==> src/rtl/dm_arb_pkg.sv <==
// Shared constants and the id-width helper for the data-memory arbiter.
// Optional com-fairness logic is enabled by defining DM_ARB_FAIRNESS_EN.
package dm_arb_pkg;

  // Width of an id that can name every core plus the com port.
  function automatic int unsigned id_w(input int unsigned n);
    return $clog2(n + 1);
  endfunction

  localparam int unsigned NUM_C_DEF = 4;
  localparam int unsigned COM_ID    = NUM_C_DEF;
  localparam int unsigned ID_W_DEF  = id_w(NUM_C_DEF);

endpackage

==> src/rtl/dm_arbiter_rr_pick.sv <==
// rr_pick: combinational round-robin picker; first set request at or after
// i_ptr, wrapping from N-1 to 0.
module rr_pick #(
  parameter int unsigned N = 4
) (
  input  logic [N-1:0]         i_req,
  input  logic [$clog2(N)-1:0] i_ptr,
  output logic [N-1:0]         o_grant,
  output logic [$clog2(N)-1:0] o_idx,
  output logic                 o_any
);

  localparam int unsigned PW = $clog2(N);

  logic [PW-1:0] w_j;

  always_comb begin
    o_grant = '0;
    o_idx   = '0;
    o_any   = 1'b0;
    w_j     = '0;
    for (int unsigned i = 0; i < N; i++) begin
      w_j = PW'((32'(i_ptr) + i) % N);
      if (!o_any && i_req[w_j]) begin
        o_any        = 1'b1;
        o_grant[w_j] = 1'b1;
        o_idx        = w_j;
      end
    end
  end

endmodule

==> src/rtl/dm_arbiter.sv <==
// dm_arbiter: shares the data memory between NUM_C cores (round-robin) and the
// com port (priority). Define DM_ARB_FAIRNESS_EN to bound consecutive com grants.
module dm_arbiter
  import dm_arb_pkg::*;
#(
  parameter int unsigned NUM_C  = NUM_C_DEF,
  parameter int unsigned DATA_W = 16,
  parameter int unsigned ADDR_W = 16
`ifdef DM_ARB_FAIRNESS_EN
  ,
  parameter int unsigned COM_MAX = 4
`endif
) (
  input  logic                      clk,
  input  logic                      reset,
  input  logic [NUM_C-1:0]          core_en,
  input  logic [NUM_C-1:0]          core_req,
  input  logic [NUM_C-1:0]          core_wr_en,
  input  logic [NUM_C*ADDR_W-1:0]   core_addr,
  input  logic [NUM_C*DATA_W-1:0]   core_data_in,
  output logic [NUM_C-1:0]          core_grant,
  input  logic                      com_req,
  input  logic                      com_wr_en,
  input  logic [ADDR_W-1:0]         com_addr,
  input  logic [DATA_W-1:0]         com_data_in,
  output logic                      com_grant,
  output logic [ADDR_W-1:0]         mem_addr,
  output logic [DATA_W-1:0]         mem_data_in,
  output logic                      mem_wr_en,
  input  logic [DATA_W-1:0]         mem_data_out,
  output logic                      rd_valid,
  output logic [id_w(NUM_C)-1:0]    rd_id,
  output logic [DATA_W-1:0]         rd_data
);

  localparam int unsigned PW   = $clog2(NUM_C);
  localparam int unsigned ID_W = id_w(NUM_C);

  logic [NUM_C-1:0] w_req;
  logic [NUM_C-1:0] w_pick_gnt;
  logic [PW-1:0]    w_pick_idx;
  logic             w_pick_any;
  logic             w_com_win;
  logic             w_core_win;
  logic             w_gnt_rd;
  logic [ID_W-1:0]  w_gnt_id;

  logic [PW-1:0]    r_rr_ptr;
  logic             r_rd_valid;
  logic [ID_W-1:0]  r_rd_id;

  assign w_req = core_req & core_en;

  rr_pick #(.N(NUM_C)) u_rr_pick (
    .i_req   (w_req),
    .i_ptr   (r_rr_ptr),
    .o_grant (w_pick_gnt),
    .o_idx   (w_pick_idx),
    .o_any   (w_pick_any)
  );

`ifdef DM_ARB_FAIRNESS_EN
  localparam int unsigned SW = $clog2(COM_MAX + 1);

  logic [SW-1:0] r_com_streak;
  logic          w_force_core;

  // A saturated com streak yields one cycle to a waiting core.
  assign w_force_core = (r_com_streak == SW'(COM_MAX)) && w_pick_any;
  assign w_com_win    = com_req && !w_force_core && !reset;

  always_ff @(posedge clk) begin
    if (reset) begin
      r_com_streak <= '0;
    end else if (w_com_win) begin
      if (r_com_streak != SW'(COM_MAX)) r_com_streak <= r_com_streak + 1'b1;
    end else begin
      r_com_streak <= '0;
    end
  end
`else
  assign w_com_win = com_req && !reset;
`endif

  assign w_core_win = !reset && !w_com_win && w_pick_any;

  // Grant decode and memory-port mux.
  always_comb begin
    core_grant  = '0;
    com_grant   = 1'b0;
    mem_addr    = '0;
    mem_data_in = '0;
    mem_wr_en   = 1'b0;
    w_gnt_rd    = 1'b0;
    w_gnt_id    = '0;
    if (w_com_win) begin
      com_grant   = 1'b1;
      mem_addr    = com_addr;
      mem_data_in = com_data_in;
      mem_wr_en   = com_wr_en;
      w_gnt_rd    = !com_wr_en;
      w_gnt_id    = ID_W'(NUM_C);
    end else if (w_core_win) begin
      core_grant  = w_pick_gnt;
      mem_addr    = core_addr[32'(w_pick_idx) * ADDR_W +: ADDR_W];
      mem_data_in = core_data_in[32'(w_pick_idx) * DATA_W +: DATA_W];
      mem_wr_en   = core_wr_en[w_pick_idx];
      w_gnt_rd    = !core_wr_en[w_pick_idx];
      w_gnt_id    = ID_W'(w_pick_idx);
    end
  end

  always_ff @(posedge clk) begin
    if (reset) begin
      r_rr_ptr <= '0;
    end else if (w_core_win) begin
      r_rr_ptr <= (w_pick_idx == PW'(NUM_C - 1)) ? '0 : w_pick_idx + 1'b1;
    end
  end

  // Read response tag, one cycle behind the grant.
  always_ff @(posedge clk) begin
    if (reset) begin
      r_rd_valid <= 1'b0;
      r_rd_id    <= '0;
    end else begin
      r_rd_valid <= w_gnt_rd;
      if (w_gnt_rd) r_rd_id <= w_gnt_id;
    end
  end

  assign rd_valid = r_rd_valid;
  assign rd_id    = r_rd_id;
  assign rd_data  = mem_data_out;

endmodule

==> config.mk <==
export PLATFORM = sky130hd
export DESIGN_NAME = dm_arbiter
export DESIGN_NICKNAME = d
export VERILOG_FILES = /design/src/rtl/dm_arb_pkg.sv /design/src/rtl/dm_arbiter_rr_pick.sv /design/src/rtl/dm_arbiter.sv
export SDC_FILE = /design/constraint.sdc
export NUM_CORES = 1
export LEC_CHECK = 0
export ABC_AREA = 1
export CAP_MARGIN = 20
export CORE_AREA = 2 2 98 100
export DETAILED_ROUTE_END_ITERATION = 8
export DIE_AREA = 0 0 100 102
export PLACE_DENSITY = 0.74
export SYNTH_ARGS = -nofsm -noshare
export SYNTH_HDL_FRONTEND = slang
export SYNTH_SLANG_ARGS = --single-unit
==> constraint.sdc <==
create_clock -name clk -period 5 [get_ports clk]
set_input_delay 1 -clock clk [delete_from_list [all_inputs] [get_ports clk]]
set_output_delay 1 -clock clk [all_outputs]
set_load 0.02 [all_outputs]
Word level (Yosys, flattened, before mapping) --
Cells that the tools add are included. W data, S select, Z words.
Word-level totals: memories kept 0, latch bits 0, memory bits (writable) 0, ROM bits 0, input bits 192, bits in registers 6
Operators by class: muxes and demuxes 44, reduce and logical (&&, ||, !) cells 17, $mul 0, add/sub/neg operators 4, shift-type cells 2, bitwise logic cells 4, magnitude comparators 9, div/mod/pow operators 0, eq/ne operators 1
Operator list (count):
- $shiftx A64 B7 Y16 | 2
- $mux W16 | 4
- $mux W4 | 6
- $mux W1 | 18
- $lt A2 B3 Y1 const B | 5
- $mux W2 | 6
- $or A4 B4 Y4 | 3
- $bmux W1 S2 | 5
- $logic_and A1 B1 Y1 | 10
- $demux W1 S2 | 4
- $ge A2 B1 Y1 const B | 4
- $logic_not A1 Y1 | 7
- $add A2 B1 Y2 const B | 2
- $add A2 B2 Y2 const B | 2
- $and A4 B4 Y4 | 1
- $mux W3 | 1
- $eq A2 B2 Y1 const B | 1

Depth between registers and ports, before layout --
Gate-level depths: netlist of run 1.
depth in word-level cells 18, mapped depth 17, depth with buffers taken out 17

Cells and area by module --
A second synthesis of run 1 with hierarchy kept.
Unflattened totals: cell total of the unflattened synthesis 469, area total of the unflattened synthesis 2343.5 um2
Modules (own cells, without submodules):
- dm_arbiter | times used 1, area an instance 1903.1 um2, cells an instance 395
- rr_pick | times used 1, area an instance 440.4 um2, cells an instance 74

Worst setup path before layout of run 1 --
No wires, ideal clock.
path kind input -> output, start in core_req[3], end out mem_addr[10], slack 1.604 ns, stages 11, arrival time 2.396 ns, buffers on the path 1, required time 4.000 ns, path through nand3_1 nand3_2 nand2_2 nand2_2 inv_2 nand3_2 nand3_2 inv_2 buf_1 nand3_1 nand2_1
On the way: cells in the longest elaborated chain, start to end 16
RTL lines:
- from (decl) | line dm_arbiter.sv:17 | input logic [NUM_C-1:0] core_req,
- $and A4 B4 Y4 (*) | line dm_arbiter.sv:52 | assign w_req = core_req & core_en;
- $bmux W1 S2 | line dm_arbiter_rr_pick.sv:24 | if (!o_any && i_req[w_j]) begin
- $mux W1 (not written as such) | line dm_arbiter_rr_pick.sv:24
- $mux W1 | line dm_arbiter_rr_pick.sv:24
- $logic_not A1 Y1 | line dm_arbiter_rr_pick.sv:24
- $logic_and A1 B1 Y1 | line dm_arbiter_rr_pick.sv:24
- $mux W1 | line dm_arbiter_rr_pick.sv:24
- $logic_not A1 Y1 | line dm_arbiter_rr_pick.sv:24
- $logic_and A1 B1 Y1 | line dm_arbiter_rr_pick.sv:24
- $mux W1 | line dm_arbiter_rr_pick.sv:24
- $logic_not A1 Y1 | line dm_arbiter_rr_pick.sv:24
- $logic_and A1 B1 Y1 | line dm_arbiter_rr_pick.sv:24
- $mux W2 / $mux W1 (equally long branches) | line dm_arbiter_rr_pick.sv:24
- $shiftx A64 B7 Y16 / $logic_and A1 B1 Y1 (equally long branches) | line dm_arbiter.sv:105, dm_arbiter.sv:85
- $mux W16 (*) | line dm_arbiter.sv:103 | end else if (w_core_win) begin
- $mux W16 (*) | line dm_arbiter.sv:96 | if (w_com_win) begin
- to (decl) | line dm_arbiter.sv:27 | output logic [ADDR_W-1:0] mem_addr,
Every way passes the cells marked *; elsewhere a longest branch is shown, timed or not. The select of a mux whose other input is x is not followed.

Worst setup path after layout of run 1 --
start in core_req[3], end out mem_wr_en
On the way: cells in the longest elaborated chain, start to end 17
RTL lines:
- $and A4 B4 Y4 (*) | line dm_arbiter.sv:52
- $bmux W1 S2 | line dm_arbiter_rr_pick.sv:24
- $mux W1 (not written as such) | line dm_arbiter_rr_pick.sv:24
- $mux W1 | line dm_arbiter_rr_pick.sv:24
- $logic_not A1 Y1 | line dm_arbiter_rr_pick.sv:24
- $logic_and A1 B1 Y1 | line dm_arbiter_rr_pick.sv:24
- $mux W1 | line dm_arbiter_rr_pick.sv:24
- $logic_not A1 Y1 | line dm_arbiter_rr_pick.sv:24
- $logic_and A1 B1 Y1 | line dm_arbiter_rr_pick.sv:24
- $mux W1 | line dm_arbiter_rr_pick.sv:24
- $logic_not A1 Y1 | line dm_arbiter_rr_pick.sv:24
- $logic_and A1 B1 Y1 | line dm_arbiter_rr_pick.sv:24
- $mux W2 | line dm_arbiter_rr_pick.sv:24
- $bmux W1 S2 | line dm_arbiter.sv:107 | mem_wr_en = core_wr_en[w_pick_idx];
- $mux W1 (not written as such) | line dm_arbiter.sv:107
- $mux W1 (*) | line dm_arbiter.sv:103
- $mux W1 (*) | line dm_arbiter.sv:96
- to (decl) | line dm_arbiter.sv:29 | output logic mem_wr_en,
Marks and branches as above.

==> impl_metrics.py, run 1 <==
metrics = {
    "global_route": {
        "grt_max_degree": 39,
        "antenna_found_initial": 0,
        "grt_pass1_vias": 3443,
        "grt.total_usage_pct": 19.6,
        "grt_overflow": 0,
        "grt_pass1_wl_um": 16500,
    },
    "sta": {
        "fin_crit_ns": 4.78,
        "tightest_slew_ns": 0.620,
        "fin_setup_tns_ns": 0,
        "hold_slack_ns": 0.484,
        "fmax_mhz": 209,
        "finalSetupViolCount": 0,
        "slew_viol_final": 0,
        "hold_violations": 0,
        "slew_headroom_pct": 58.6,
        "period_share_pct": 95.6,
        "rsz0062_at_grt": "no",
        "fin_worst_skew_ns": 0.00487,
    },
    "critical_path": {
        "arrival_ns": 3.78,
        "crit_required_ns": 4.00,
        "critPathKind": "primary input to output pin",
        "critPathLaunchType": "primary input",
        "cp-end-kind": "output pin",
        "cp_max_fo": 33,
    },
    "final_layout": {
        "fillers": 916,
        "layout-drive-gt1-share_pct": 5.44,
        "final_cell_mix": "nand2_1 (233), clkdlybuf4s50_1 (216), nand3_1 (117), inv_1 (13), nand3_2 (10)",
        "nNetsFinal": 845,
        "fin_util_pct": 48.9,
        "diodes": 0,
        "layoutNonFillerInstCount": 754,
        "syn2layout_area_growth_pct": 93.1,
        "final_common_cell": "nand2_1",
    },
    "die": {
        "start_util_pct": 25.3,
        "die_h_um": 102,
        "coreArea_mm2": 0.00911,
        "fp.dieW_um": 100,
        "dieArea_mm2": 0.0102,
        "ioPinCount": 250,
        "row_count": 35,
    },
    "routing": {
        "drc": 0,
        "antenna_left": 0,
        "routed_wirelength_um": 11000,
        "dr.pass1.iters": 4,
        "via_per_inst": 4.91,
        "drt-initial-drc-count": 141,
        "vias": 3700,
        "route.detailed.wl_per_inst_um": 14.6,
    },
    "outcome": {
        "status": "complete, no violations",
    },
    "clocking": {
        "hold_buffers": 0,
        "path_clk_slew_ns": 0.03,
        "numClockSinks": 6,
        "cts_buffers": 3,
        "cts_resized": 0,
        "cts.path.max_buffers": 2,
        "post_cts_buffers": 0,
        "cts_max_level": 1,
        "cts_tree": "done",
        "clock-root-buffer": "clkbuf_8",
        "insertion_delay_ns": 0.22,
    },
    "synth": {
        "synth_xor_area_share_pct": 0,
        "synth_fa_ha_area_share_pct": 4.34,
        "syn_area_per_cell_um2": 5.06,
        "async_reset_ff_share_pct": 0,
        "synthSimpleGateAreaFrac_pct": 71.6,
        "synth_top_family_by_area": "simple AND/OR/NAND/NOR gates",
        "netlist_area_mm2": 0.00231,
        "synthMuxAreaShare_pct": 0,
        "mappedNetlistNets": 656,
        "synth_compound_area_share_pct": 2.88,
        "synth_seq_area_share_pct": 5.21,
        "synth-seq-cells": 6,
        "synth_ff_type": "dfxtp_1",
        "synth_edf_count": 0,
        "yosysUniqueCellTypes": 25,
        "yosys_warnings": 0,
        "syn_inst": 456,
    },
    "pwr": {
        "power_mw": 3.28,
        "p_per_area_mw_per_mm2": 737,
        "power_leakage_nw": 2.00,
        "vdd_drop_max_v": 0.000351,
    },
    "worst_hold_path": {
        "holdCritPathClass": "flip-flop to flip-flop",
    },
    "place": {
        "dp_cells": 751,
        "port-buffer-count": 217,
        "dp_hpwl_um": 8610,
        "place_congestion": 0.953,
    },
    "flow_run": {
        "drv_cap": 0,
    },
}
## Yosys cell counts (2+ instances only)
cell type | n | area, µm²
a21oi_1 | 3 | 15.0
a41oi_1 | 4 | 35.0
buf_2 | 11 | 55.1
buf_4 | 22 | 165
buf_6 | 5 | 56.3
dfxtp_1 | 6 | 120
ha_1 | 8 | 100
inv_1 | 13 | 48.8
inv_2 | 3 | 11.3
inv_4 | 2 | 12.5
nand2_1 | 233 | 875
nand2_2 | 3 | 18.8
nand3_1 | 117 | 586
nand3_2 | 10 | 100
nand4_1 | 3 | 18.8
nor2_1 | 3 | 11.3
nor2_2 | 2 | 12.5
## per-layer routing
layer	up-vias	wire, µm	track usage [%]
li1	1838	-	-
met1	1655	4570	24.6
met2	187	5350	35.4
met3	20	892	3.21
met4	0	217	4.21
met5	-	0	0
## cell families (layout without fill, tap and decap cells)
kind of cell / after synthesis / after routing
buffers and inverters: 60 / 247
and+or+nand+nor: 373 / 373
AOI/OAI and AO/OA: 9 / 9
DFF: 6 / 6
adders and majority gates: 8 / 8
## worst paths after layout
path                                  end  depth (start not counted)         from  slack (ns)
worst max-delay path            mem_wr_en                         15  core_req[3]        0.22
worst min-delay path             rd_id[0]                          2     rd_id[0]        0.48
worst max register to register   rd_id[1]                         14  r_rr_ptr[1]        1.99
worst min register to register   rd_id[0]                          2     rd_id[0]        0.48
## registers in the layout, indices dropped and copies added, names as in the netlist
| register | flops |
|---|---|
| r_rr_ptr | 2 |
| rd_id | 3 |
| rd_valid | 1 |
## metrics by stage
| stage | setup WS, ns | instance area, µm² |
|---|---|---|
| 6_report | 0.221 | 4450 |
| 3_5_place_dp | 0.148 | 4410 |
| 3_3_place_gp | 0.279 | 4410 |
| 2_1_floorplan | 1.60 | 2310 |
| 4_1_cts | 0.158 | 4450 |
| 5_1_grt | 0.00180 | 4450 |
## worst max-delay path, cell delays in order
cell and delay (ns):
clkdlybuf4s50_1 0.51, nand3_1 0.14, nand3_2 0.12, nand2_2 0.12, nand2_2 0.12, inv_2 0.06, nand3_2 0.07, clkinv_1 0.16
nand2_2 0.12, nand2_4 0.15, inv_6 0.26, nand3_2 0.12, nand2_1 0.08, a22o_1 0.11, clkdlybuf4s50_1 0.60
## power breakdown
group	leakage, nW	switching, mW	total (mW)	internal [mW]
clock network	0.0216	0.0211	0.0728	0.0517
registers	0.0494	0.0285	0.0950	0.0666
logic	1.93	1.98	3.11	1.14
## final cells by class
| class | count | area (µm²) | share of cell area (%) |
|---|---|---|---|
| repair buffers | 225 | 2250 | 50.6 |
| multi-input cells | 390 | 1820 | 40.9 |
| well taps | 111 | 139 | 3.12 |
| flip-flops and latches | 6 | 120 | 2.70 |
| inverters | 19 | 78.8 | 1.77 |
| clock buffers | 3 | 41.3 | 0.927 |
Note: power is estimated with default switching activity, not from simulation.
==> run 2, diff against run 1 <==
==> constraint.sdc (replaced) <==
create_clock -name clk -period 5.1 [get_ports clk]
set_input_delay 1.02 -clock clk [delete_from_list [all_inputs] [get_ports clk]]
set_output_delay 1.02 -clock clk [all_outputs]
set_load 0.02 [all_outputs]
==> impl_metrics.py, run 2 (synthesized netlist as in run 1, its figures left out) <==
metrics = {
    "critical_path": {
        "arrival_ns": 3.79,
        "critPathLaunchType": "primary input",
        "crit_required_ns": 4.08,
        "max_stage_delay_ns": 0.60,
        "cp-end-kind": "output pin",
        "r2r_slack_ns": 2.09,
        "r2r_cells": 14,
        "cp_max_fo": 26,
        "critPathSlowestCell": "clkdlybuf4s50_1",
        "critPathKind": "primary input to output pin",
        "r2r_start": "r_rr_ptr[1]",
        "r2r_end": "rd_id[1]",
        "crit_chain": "clkdlybuf4s50_1 -> nand3_1 -> nand3_1 -> nand2_1 -> nand3_1 -> nand2_1 -> nand2_1 -> nand3_4 -> inv_4 -> buf_4 -> nand2_1 -> nand3_1 -> nand3_1 -> nand2_1 -> clkdlybuf4s50_1",
    },
    "clocking": {
        "path_clk_slew_ns": 0.04,
        "insertion_delay_ns": 0.23,
        "numClockSinks": 6,
        "cts_buffers": 3,
        "cts.path.max_buffers": 2,
        "clock-root-buffer": "clkbuf_8",
        "cts_max_level": 1,
        "cts_tree": "done",
        "post_cts_buffers": 0,
    },
    "routing": {
        "drc": 0,
        "via_per_inst": 4.80,
        "dr.pass1.iters": 4,
        "drt-initial-drc-count": 126,
        "routed_wirelength_um": 10800,
        "vias": 3617,
        "route.detailed.wl_per_inst_um": 14.3,
        "antenna_left": 0,
    },
    "final_layout": {
        "layout-drive-gt1-share_pct": 5.44,
        "fillers": 927,
        "fin_area_mm2": 0.00445,
        "diodes": 0,
        "final_cell_mix": "nand2_1 (233), clkdlybuf4s50_1 (216), nand3_1 (117), inv_1 (13), nand3_2 (10)",
        "nNetsFinal": 845,
        "largest_reg_flops": 3,
        "regArea_um2": 120,
        "final_common_cell": "nand2_1",
        "syn2layout_area_growth_pct": 93.1,
        "multi_input_area_mm2": 0.00182,
    },
    "sta": {
        "fin_worst_skew_ns": 0.00390,
        "fin_setup_tns_ns": 0,
        "hold_violations": 0,
        "tightest_slew_ns": 0.629,
        "slew_viol_final": 0,
        "slew_headroom_pct": 58.0,
        "fin_crit_ns": 4.81,
        "fmax_mhz": 208,
        "finalSetupViolCount": 0,
        "hold_slack_ns": 0.468,
        "period_share_pct": 94.4,
        "rsz0062_at_grt": "no",
    },
    "die": {
        "dieArea_mm2": 0.0102,
        "ioPinCount": 250,
        "die_h_um": 102,
        "coreArea_mm2": 0.00911,
        "start_util_pct": 25.3,
        "fp.dieW_um": 100,
        "row_count": 35,
    },
    "worst_hold_path": {
        "min_path_cells": 2,
        "holdCritPathClass": "flip-flop to flip-flop",
        "hold-path-endpoint": "rd_id[0]",
        "min-delay-start": "rd_id[0]",
    },
    "place": {
        "port-buffer-count": 217,
        "dp_hpwl_um": 8420,
        "place_congestion": 0.967,
        "postPlaceCellArea_mm2": 0.00441,
    },
    "flow_run": {
        "drv_cap": 0,
    },
    "global_route": {
        "grt_overflow": 0,
        "grt.total_usage_pct": 18.8,
        "grt_pass1_vias": 3389,
        "antenna_found_initial": 0,
        "grt_pass1_wl_um": 15900,
        "grt_max_degree": 36,
    },
    "pwr": {
        "vdd_drop_max_v": 0.000406,
        "p_per_area_mw_per_mm2": 719,
        "power_leakage_nw": 2.00,
        "power_mw": 3.20,
    },
    "outcome": {
        "status": "complete, no violations",
    },
}
==> run 2: cell counts in the layout (fill, tap and decap cells not counted) <==
No cell type changed its count.
==> run 2: power breakdown <==
group          switching [mW]  internal [mW]  total, mW
sequential             0.0279         0.0652     0.0932
clock                  0.0212         0.0508     0.0720
combinational            1.92           1.12       3.04
total                    1.97           1.23       3.20
==> run 2: what timing repair did <==
item / in CTS / in global routing
setup endpoints to repair: 0 / 1
hold buffers: 0 / 0
resized for setup: 0 / 1
==> run 2: worst max path at each step <==
| stage | cells after the start | to | start | slack (ns) |
|---|---|---|---|---|
| after CTS | 15 | mem_wr_en | core_en[3] | 0.22 |
| after floorplan | 11 | mem_addr[10] | core_req[3] | 1.66 |
| after detailed placement | 15 | mem_wr_en | core_en[3] | 0.23 |
| after global routing | 15 | mem_wr_en | core_en[3] | 0.08 |
| after global placement | 15 | mem_wr_en | core_req[3] | 0.30 |
| final | 15 | mem_addr[3] | core_en[3] | 0.29 |
==> run 2: through the flow <==
stage	std cells	setup slack [ns]	util, %
final	754	0.287	48.9
after detailed placement	751	0.231	48.4
after global routing	754	0.0786	48.9
after floorplan	456	1.66	-
after global placement	751	0.296	48.4
after CTS	754	0.220	48.9
==> run 2: critical path: cells and delay by family <==
kind,cells,cell delay (ns)
AND/OR/NAND/NOR,11,1.20
buffers and inverters,4,1.59
==> run 2: cell type report <==
class | count | share of cell area [%]
multi-input combinational | 390 | 40.9
clock buffer | 3 | 0.927
sequential | 6 | 2.70
timing repair buffer | 225 | 50.6
tap | 111 | 3.12
inverter | 19 | 1.77
==> run 2: per-layer routing <==
| metal | global-route usage (%) | up-vias | share of wire (%) |
|---|---|---|---|
| met2 | 32.2 | 173 | 47 |
| met3 | 2.53 | 17 | 8.4 |
| met5 | 0 | - | 0 |
| li1 | - | 1844 | - |
| met1 | 24.5 | 1583 | 42 |
| met4 | 5.69 | 0 | 1.8 |
